$ cat config.mk
export PLATFORM = sky130hd
export DESIGN_NAME = stage_buf
export DESIGN_NICKNAME = d
export VERILOG_FILES = /design/src/rtl/stage_buf.sv
export SDC_FILE = /design/constraint.sdc
export NUM_CORES = 1
export LEC_CHECK = 0
export ABC_AREA = 1
export CORE_AREA = 2 2 193 195
export CTS_CLUSTER_DIAMETER = 80
export DETAILED_ROUTE_END_ITERATION = 10
export DIE_AREA = 0 0 195 197
export GPL_TIMING_DRIVEN = 1
export MAX_ROUTING_LAYER = met4
export PLACE_DENSITY = 0.53
export SETUP_SLACK_MARGIN = 0.3
export SYNTH_ARGS = -nofsm -noshare
export SYNTH_HDL_FRONTEND = slang
export SYNTH_SLANG_ARGS = --single-unit
$ cat constraint.sdc
create_clock -name clk -period 1.42 [get_ports clk]
set_clock_uncertainty 0.15 [all_clocks]
set_input_delay 0.284 -clock clk [delete_from_list [all_inputs] [get_ports clk]]
set_output_delay 0.284 -clock clk [all_outputs]
set_load 0.02 [all_outputs]
$ cat src/rtl/stage_buf.sv
// -----------------------------------------------------------------------------
// stage_buf -- pipeline register between two stages of an in-order pipeline.
//
// Each clock edge the buffer does exactly one of these, highest priority first:
//   reset   (rst==0)           : NOP payload, dn_valid=0, loop_out=LOOP_INIT, RUN
//   flush   (flush==1)         : NOP payload, dn_valid=0, loop_out=LOOP_INIT, FLUSHED
//   capture (us==0)            : dn_* <= up_*, dn_valid=1, loop_out=LOOP_INIT, RUN
//   bubble  (us==1, ds==0)     : NOP payload, dn_valid=0, loop_out<=loop_in, BUBBLE
//   hold    (us==1, ds==1)     : dn_*/dn_valid kept, loop_out<=loop_in, HOLD
// where us = stall[STAGE_IDX] and ds = stall[STAGE_IDX+1] (0 for the last stage).
//
// Handshake: there is no valid/ready pair. The upstream stage is accepted on
// every edge where its own stall bit is clear; dn_valid marks whether the
// registered payload is a real instruction (1) or a bubble (0).
//
// Ports:
//   clk, rst                 clock, synchronous active-low reset
//   stall[STALL_W]           per-stage stall vector, 1 = stalled
//   flush                    discard buffered instruction and loopback state
//   up_wd/wreg/wdata/whilo/hi/lo   upstream result
//   dn_wd/wreg/wdata/whilo/hi/lo   registered result to downstream
//   dn_valid                 payload is a captured instruction
//   loop_in / loop_out       LOOP_CH channels of LOOP_W bits of loopback state
//   state                    current buffer state (RUN/BUBBLE/HOLD/FLUSHED)
//   stall_cnt                consecutive stalled edges
//
// Optional feature: define STAGE_BUF_STALL_CNT_EN to build the saturating
// stall counter; otherwise stall_cnt is tied to 0 and no counter exists.
// -----------------------------------------------------------------------------
module stage_buf #(
  parameter int                      DATA_W    = 32,
  parameter int                      ADDR_W    = 5,
  parameter int                      LOOP_CH   = 2,
  parameter int                      LOOP_W    = 64,
  parameter logic [LOOP_CH*LOOP_W-1:0] LOOP_INIT = '0,
  parameter int                      STALL_W   = 6,
  parameter int                      STAGE_IDX = 3
) (
  input  logic                      clk,
  input  logic                      rst,
  input  logic [STALL_W-1:0]        stall,
  input  logic                      flush,
  input  logic [ADDR_W-1:0]         up_wd,
  input  logic                      up_wreg,
  input  logic [DATA_W-1:0]         up_wdata,
  input  logic                      up_whilo,
  input  logic [DATA_W-1:0]         up_hi,
  input  logic [DATA_W-1:0]         up_lo,
  output logic [ADDR_W-1:0]         dn_wd,
  output logic                      dn_wreg,
  output logic [DATA_W-1:0]         dn_wdata,
  output logic                      dn_whilo,
  output logic [DATA_W-1:0]         dn_hi,
  output logic [DATA_W-1:0]         dn_lo,
  output logic                      dn_valid,
  input  logic [LOOP_CH*LOOP_W-1:0] loop_in,
  output logic [LOOP_CH*LOOP_W-1:0] loop_out,
  output logic [1:0]                state,
  output logic [15:0]               stall_cnt
);

  typedef enum logic [1:0] {
    RUN     = 2'b00,
    BUBBLE  = 2'b01,
    HOLD    = 2'b10,
    FLUSHED = 2'b11
  } state_e;

  // The last stage has no downstream stall bit; index a valid bit anyway and
  // mask it so elaboration never reaches outside the vector.
  localparam bit HAS_DS = (STAGE_IDX < STALL_W - 1);
  localparam int DS_IDX = HAS_DS ? STAGE_IDX + 1 : STAGE_IDX;

  logic us;
  logic ds;
  assign us = stall[STAGE_IDX];
  assign ds = HAS_DS ? stall[DS_IDX] : 1'b0;

  // Other stages' stall bits are intentionally ignored here.
  logic unused_stall;
  assign unused_stall = ^stall;

  state_e state_q, state_d;

  // Next state ignores reset; reset is applied with top priority in the
  // sequential block.
  always_comb begin
    state_d = HOLD;
    if (flush)    state_d = FLUSHED;
    else if (!us) state_d = RUN;
    else if (!ds) state_d = BUBBLE;
    else          state_d = HOLD;
  end

  logic [ADDR_W-1:0]         wd_q;
  logic                      wreg_q;
  logic [DATA_W-1:0]         wdata_q;
  logic                      whilo_q;
  logic [DATA_W-1:0]         hi_q;
  logic [DATA_W-1:0]         lo_q;
  logic                      valid_q;
  logic [LOOP_CH*LOOP_W-1:0] loop_q;

  always_ff @(posedge clk) begin
    if (!rst) begin
      wd_q    <= '0;
      wreg_q  <= 1'b0;
      wdata_q <= '0;
      whilo_q <= 1'b0;
      hi_q    <= '0;
      lo_q    <= '0;
      valid_q <= 1'b0;
      loop_q  <= LOOP_INIT;
      state_q <= RUN;
    end else begin
      state_q <= state_d;
      unique case (state_d)
        RUN: begin
          wd_q    <= up_wd;
          wreg_q  <= up_wreg;
          wdata_q <= up_wdata;
          whilo_q <= up_whilo;
          hi_q    <= up_hi;
          lo_q    <= up_lo;
          valid_q <= 1'b1;
          loop_q  <= LOOP_INIT;
        end
        FLUSHED, BUBBLE: begin
          wd_q    <= '0;
          wreg_q  <= 1'b0;
          wdata_q <= '0;
          whilo_q <= 1'b0;
          hi_q    <= '0;
          lo_q    <= '0;
          valid_q <= 1'b0;
          // A flush discards loopback state; a bubble keeps the upstream
          // multi-cycle sequence alive by returning loop_in.
          loop_q  <= (state_d == FLUSHED) ? LOOP_INIT : loop_in;
        end
        HOLD: begin
          // Payload and dn_valid are held; only the loopback bank follows.
          loop_q  <= loop_in;
        end
        default: ;
      endcase
    end
  end

`ifdef STAGE_BUF_STALL_CNT_EN
  logic [15:0] stall_cnt_q;
  always_ff @(posedge clk) begin
    if (!rst) begin
      stall_cnt_q <= '0;
    end else if (state_d == BUBBLE || state_d == HOLD) begin
      if (stall_cnt_q != 16'hFFFF) stall_cnt_q <= stall_cnt_q + 16'd1;
    end else begin
      stall_cnt_q <= '0;
    end
  end
  assign stall_cnt = stall_cnt_q;
`else
  assign stall_cnt = 16'd0;
`endif

  assign dn_wd    = wd_q;
  assign dn_wreg  = wreg_q;
  assign dn_wdata = wdata_q;
  assign dn_whilo = whilo_q;
  assign dn_hi    = hi_q;
  assign dn_lo    = lo_q;
  assign dn_valid = valid_q;
  assign loop_out = loop_q;
  assign state    = state_q;

endmodule

# [After elaboration in Yosys (flattened, before gate mapping)]
# Cells that the tools add are included.
[classes] bitwise_logic=0 shifts=0 div_mod_pow=0 muxes=12 multipliers=0 magnitude_cmp=0 reduce_logical=3 n_addsub=0 eq_ne=3
[op_table] operator="case mux 128 bit (3 select lines)" count=1
[op_table] operator="case mux 32 bit (2 select lines)" count=3
[op_table] operator="two-way mux 128 bit" count=1
[op_table] operator="case mux 5 bit (2 select lines)" count=1
[op_table] operator="two-way mux 2 bit" count=3
[op_table] operator="case mux 1 bit (2 select lines)" count=3
[op_table] operator="equality test 2 bit, second input constant" count=2
[op_table] operator="equality test 2 x 1 -> 1 bit, second input constant" count=1
[op_table] operator="logical NOT 2 bit" count=1
[op_table] operator="nonzero test 2 bit" count=1
[op_table] operator="OR reduction 2 bit" count=1
[totals] rom_bits=0 latch_bits=0 input_bits=240 word_cells=27 reg_bits=234 ramBits=0 output_inout_bits=250 n_memories=0

# [Logic depth before layout (Yosys ltp)]
[logic_depth] word_depth=6 depth_mapped=6 mapped_depth_nobuf=4

# [Least setup slack after synthesis]
# Ideal clock, no wire load.
[synth_timing] path_kind="input to register" start="input rst" end="register hi_q[0] (netlist: dn_hi[0])" path_buffers=2 required_ns=1.138 setup_slack_ns=0.179 arrival_ns=0.959 stages=4 setup_ns=0.132 path_cell_list="inv_2 > clkbuf_1 > clkbuf_1 > a21oi_1"
[synth_rtl] element="start, declared" line="40" rtl="input logic rst,"
[synth_rtl] element="end signal, assigned" line="123" rtl="hi_q <= up_hi;"
[synth_rtl] element="end, declared" line="99" rtl="logic [DATA_W-1:0] hi_q;"
# No word-level cell between the ends.

# [Final worst setup path]
[layout_timing] start="register lo_q[26] (netlist: dn_lo[26])" end="output dn_lo[26]"
[layout_rtl] element="start, declared" line="100" rtl="logic [DATA_W-1:0] lo_q;"
[layout_rtl] element="start signal, assigned" line="124" rtl="lo_q <= up_lo;"
[layout_rtl] element="end, declared" line="54" rtl="output logic [DATA_W-1:0] dn_lo,"
# No word-level cell between the ends.

==> results.txt <==
Share of synthesized cell area in full adder, half adder and majority cells = 0%
Commonest non-fill, non-tap cell in the layout = dfxtp_2
Average footprint of a synthesized cell = 8.55 um^2
Total Die Area = 38400 um^2
Wire length of the first global-routing pass = 46.6 mm
Main area contributors after synthesis = dfxtp_1, nand2_1, nand4_1, a21oi_1, nor2_1
Overall power after layout = 16400 uW
Drt first-iter violations = 282
Overall global routing resource usage = 16.0%
Die Y-Extent = 197 um
Total vias in the final route = 8138
Final #Nets = 1646
Overflow left after global routing = 0
Buffer and inverter count on the worst path = 1
Sort of element at the start of the critical path = flop
Worst path top cell family by delay = flip-flops
Number of iterations in the first detailed-routing pass = 4
WL per Instance = 16.8 um
Launch point of the worst path = dn_lo[26]$_SDFFE_PN0P_
Final critical-path setup slack = -0.0468 ns
Kind of end point of the critical path = output port
Violated checks = negative setup slack
Hold Vio Cnt, Final = 0
Critical path type = flop to output port
Filler Cells Inserted = 3618
Number of violations of the max-capacitance limit = 0
Share of layout cells above drive strength 1 = 41.8%
Highest-count cells in the layout ignoring fill and taps = dfxtp_2, nand2_1, clkdlybuf4s50_1, buf_6, nor2_1
Post-Synth Simple-Gate Area = 26.1%
Slowest cell on crit path = dfxtp_2
I/O pin count = 490
Ratio of final minimum period to clock period = 103%
P per Cell Area = 1090 nW/um^2
Outcome = finished with violations
Area share of xor/xnor cells in the synthesized design = 0%
R2R Path Start = dn_hi[3]$_SDFFE_PN0P_
Ratio of routed vias to standard cells = 4.30
Critical hold path startpoint = rst
Clock root buffer = clkbuf_16
Register bit total from synthesis = 234
Maximum level of the CTS H-tree = 1
Share of cell area taken by muxes after synthesis = 0%
Synth Area in Compound Gates = 6.73%
Max Buffers Root-to-Sink = 3
Achievable clock frequency = 682 MHz
Path category of the worst min-delay check = primary input to flop
Count of mapped cells out of synthesis = 914
VDD IR-drop max = 813 uV
Ys Warns = 0
Growth of design area from synthesis to finish = 92.6%
Arrival @ worst endpoint = 1.03 ns
Share of the synthesized area in the top cell type = 60.0%
Cell area after synthesis = 7810 um^2
Setup repair after global routing missed its margin = true
Clk Latency, worst-skew pair = 0.54 ns
Standard-cell row count = 70
Total count of max-transition violations in the final report = 0
Placer's final routability congestion estimate = 0.851
TritonCTS clock tree = done
Number of CTS-inserted buffers = 28
Proportion of synthesized chip area in sequential cells = 60.0%
CORE AREA = 36300 um^2
Period minus WS final = 1.47 ns
Maximum number of pins on one net before global-route repair = 79
Final-layout worst hold slack = 0.0243 ns
Antenna violations before repair = 0
Post-DP HPWL = 22.3 mm
Peak fanout along the critical path = 2
Combinational family with the most area after synthesis = simple AND/OR/NAND/NOR gates
CP peak stage delay = 0.35 ns
Number of global-route vias before repair = 7865
Pleak = 0.00620 uW
Clock input transition at the sequential cells of the worst setup and hold paths = 0.06 ns
Remaining antenna violation count = 0
Endpoints failing setup = 217
Die span in x = 195 um
Clk sink count = 234
Routed wire length = 31.9 mm
Setup_tns = -1.73 ns
Sequence of cells on the critical path = buf_12
Buffers on Ports = 469
Required time at the worst-slack endpoint = 0.99 ns
Total DRC errors in the routed layout = 0
Starting density of the core = 21.5%
Post-synthesis cell type with the largest combined area = dfxtp_1
Unique masters post-synth = 14
Antenna diode count = 0
[cell type report]
class | count | area [um^2] | area share [%]
clock buffer | 41 | 820 | 5.45
clock inverter | 7 | 123 | 0.815
inverter | 4 | 17.5 | 0.116
multi-input combinational | 590 | 2630 | 17.5
sequential | 234 | 4980 | 33.1
tap | 468 | 586 | 3.89
timing repair buffer | 548 | 5890 | 39.1
[what timing repair did]
item / CTS / global route
pin swaps: 1 / 1
hold buffers: 1 / 0
resized for setup: 1632 / 0
endpoints found under the setup margin: 367 / 235
setup buffers: 16 / 25
cloned: 2 / 0
endpoints found under the hold margin: 2 / 0
[routing by layer]
metal | vias to the layer above | global-route usage (%) | wire (um)
met5 | - | - | 0
met4 | 0 | 5.40 | 922
met3 | 62 | 4.04 | 2170
met2 | 310 | 27.7 | 16300
met1 | 3812 | 18.1 | 12400
li1 | 3954 | - | -
[where the power goes]
group | internal [uW] | total [uW] | switching, uW
clock | 4360 | 7240 | 2880
combinational | 1220 | 2240 | 1020
sequential | 6790 | 6900 | 108
[stage by stage]
stage	util, %	instances	worst slack (ns)	area (um^2)
floorplan	-	929	0.276	7960
global placement	36.2	1800	-0.327	13100
detailed placement	36.2	1800	-0.348	13100
CTS	41.0	1867	-0.0909	14900
global route	41.5	1892	-0.0958	15000
finish	41.5	1892	-0.0468	15000
[worst paths after layout]
path	to	slack, ns	cells after the start
worst max-delay path	dn_lo[26]	-0.05	1
worst min-delay path	dn_wdata[25]$_SDFFE_PN0P_	0.02	3
worst max register to register	dn_hi[3]$_SDFFE_PN0P_	0.44	4
worst min register to register	dn_wdata[25]$_SDFFE_PN0P_	0.34	2
[cells by family (layout without fill, tap and decap cells)]
kind of cell,count (synthesis),after routing
AOI/OAI and AO/OA,105,105
DFF,234,234
other,1,16
and+or+nand+nor,469,469
buffers and inverters,105,600
[sequential cells by signal (all words and copies together) (netlist names)]
register / count
dn_wd: 5
dn_wreg: 1
state: 2
dn_whilo: 1
dn_wdata: 32
dn_lo: 32
dn_valid: 1
loop_out: 128
dn_hi: 32
[Yosys cell counts]
cell type  instances
buf_2             22
a21oi_1          105
inv_1              2
buf_4             35
nand4_1          104
buf_6              1
buf_1              5
dfxtp_1          234
clkbuf_1          38
nand2_1          233
nor2_8             1
inv_2              2
conb_1             1
nor2_1           131
No activity file was read; power rests on OpenSTA's default activity.
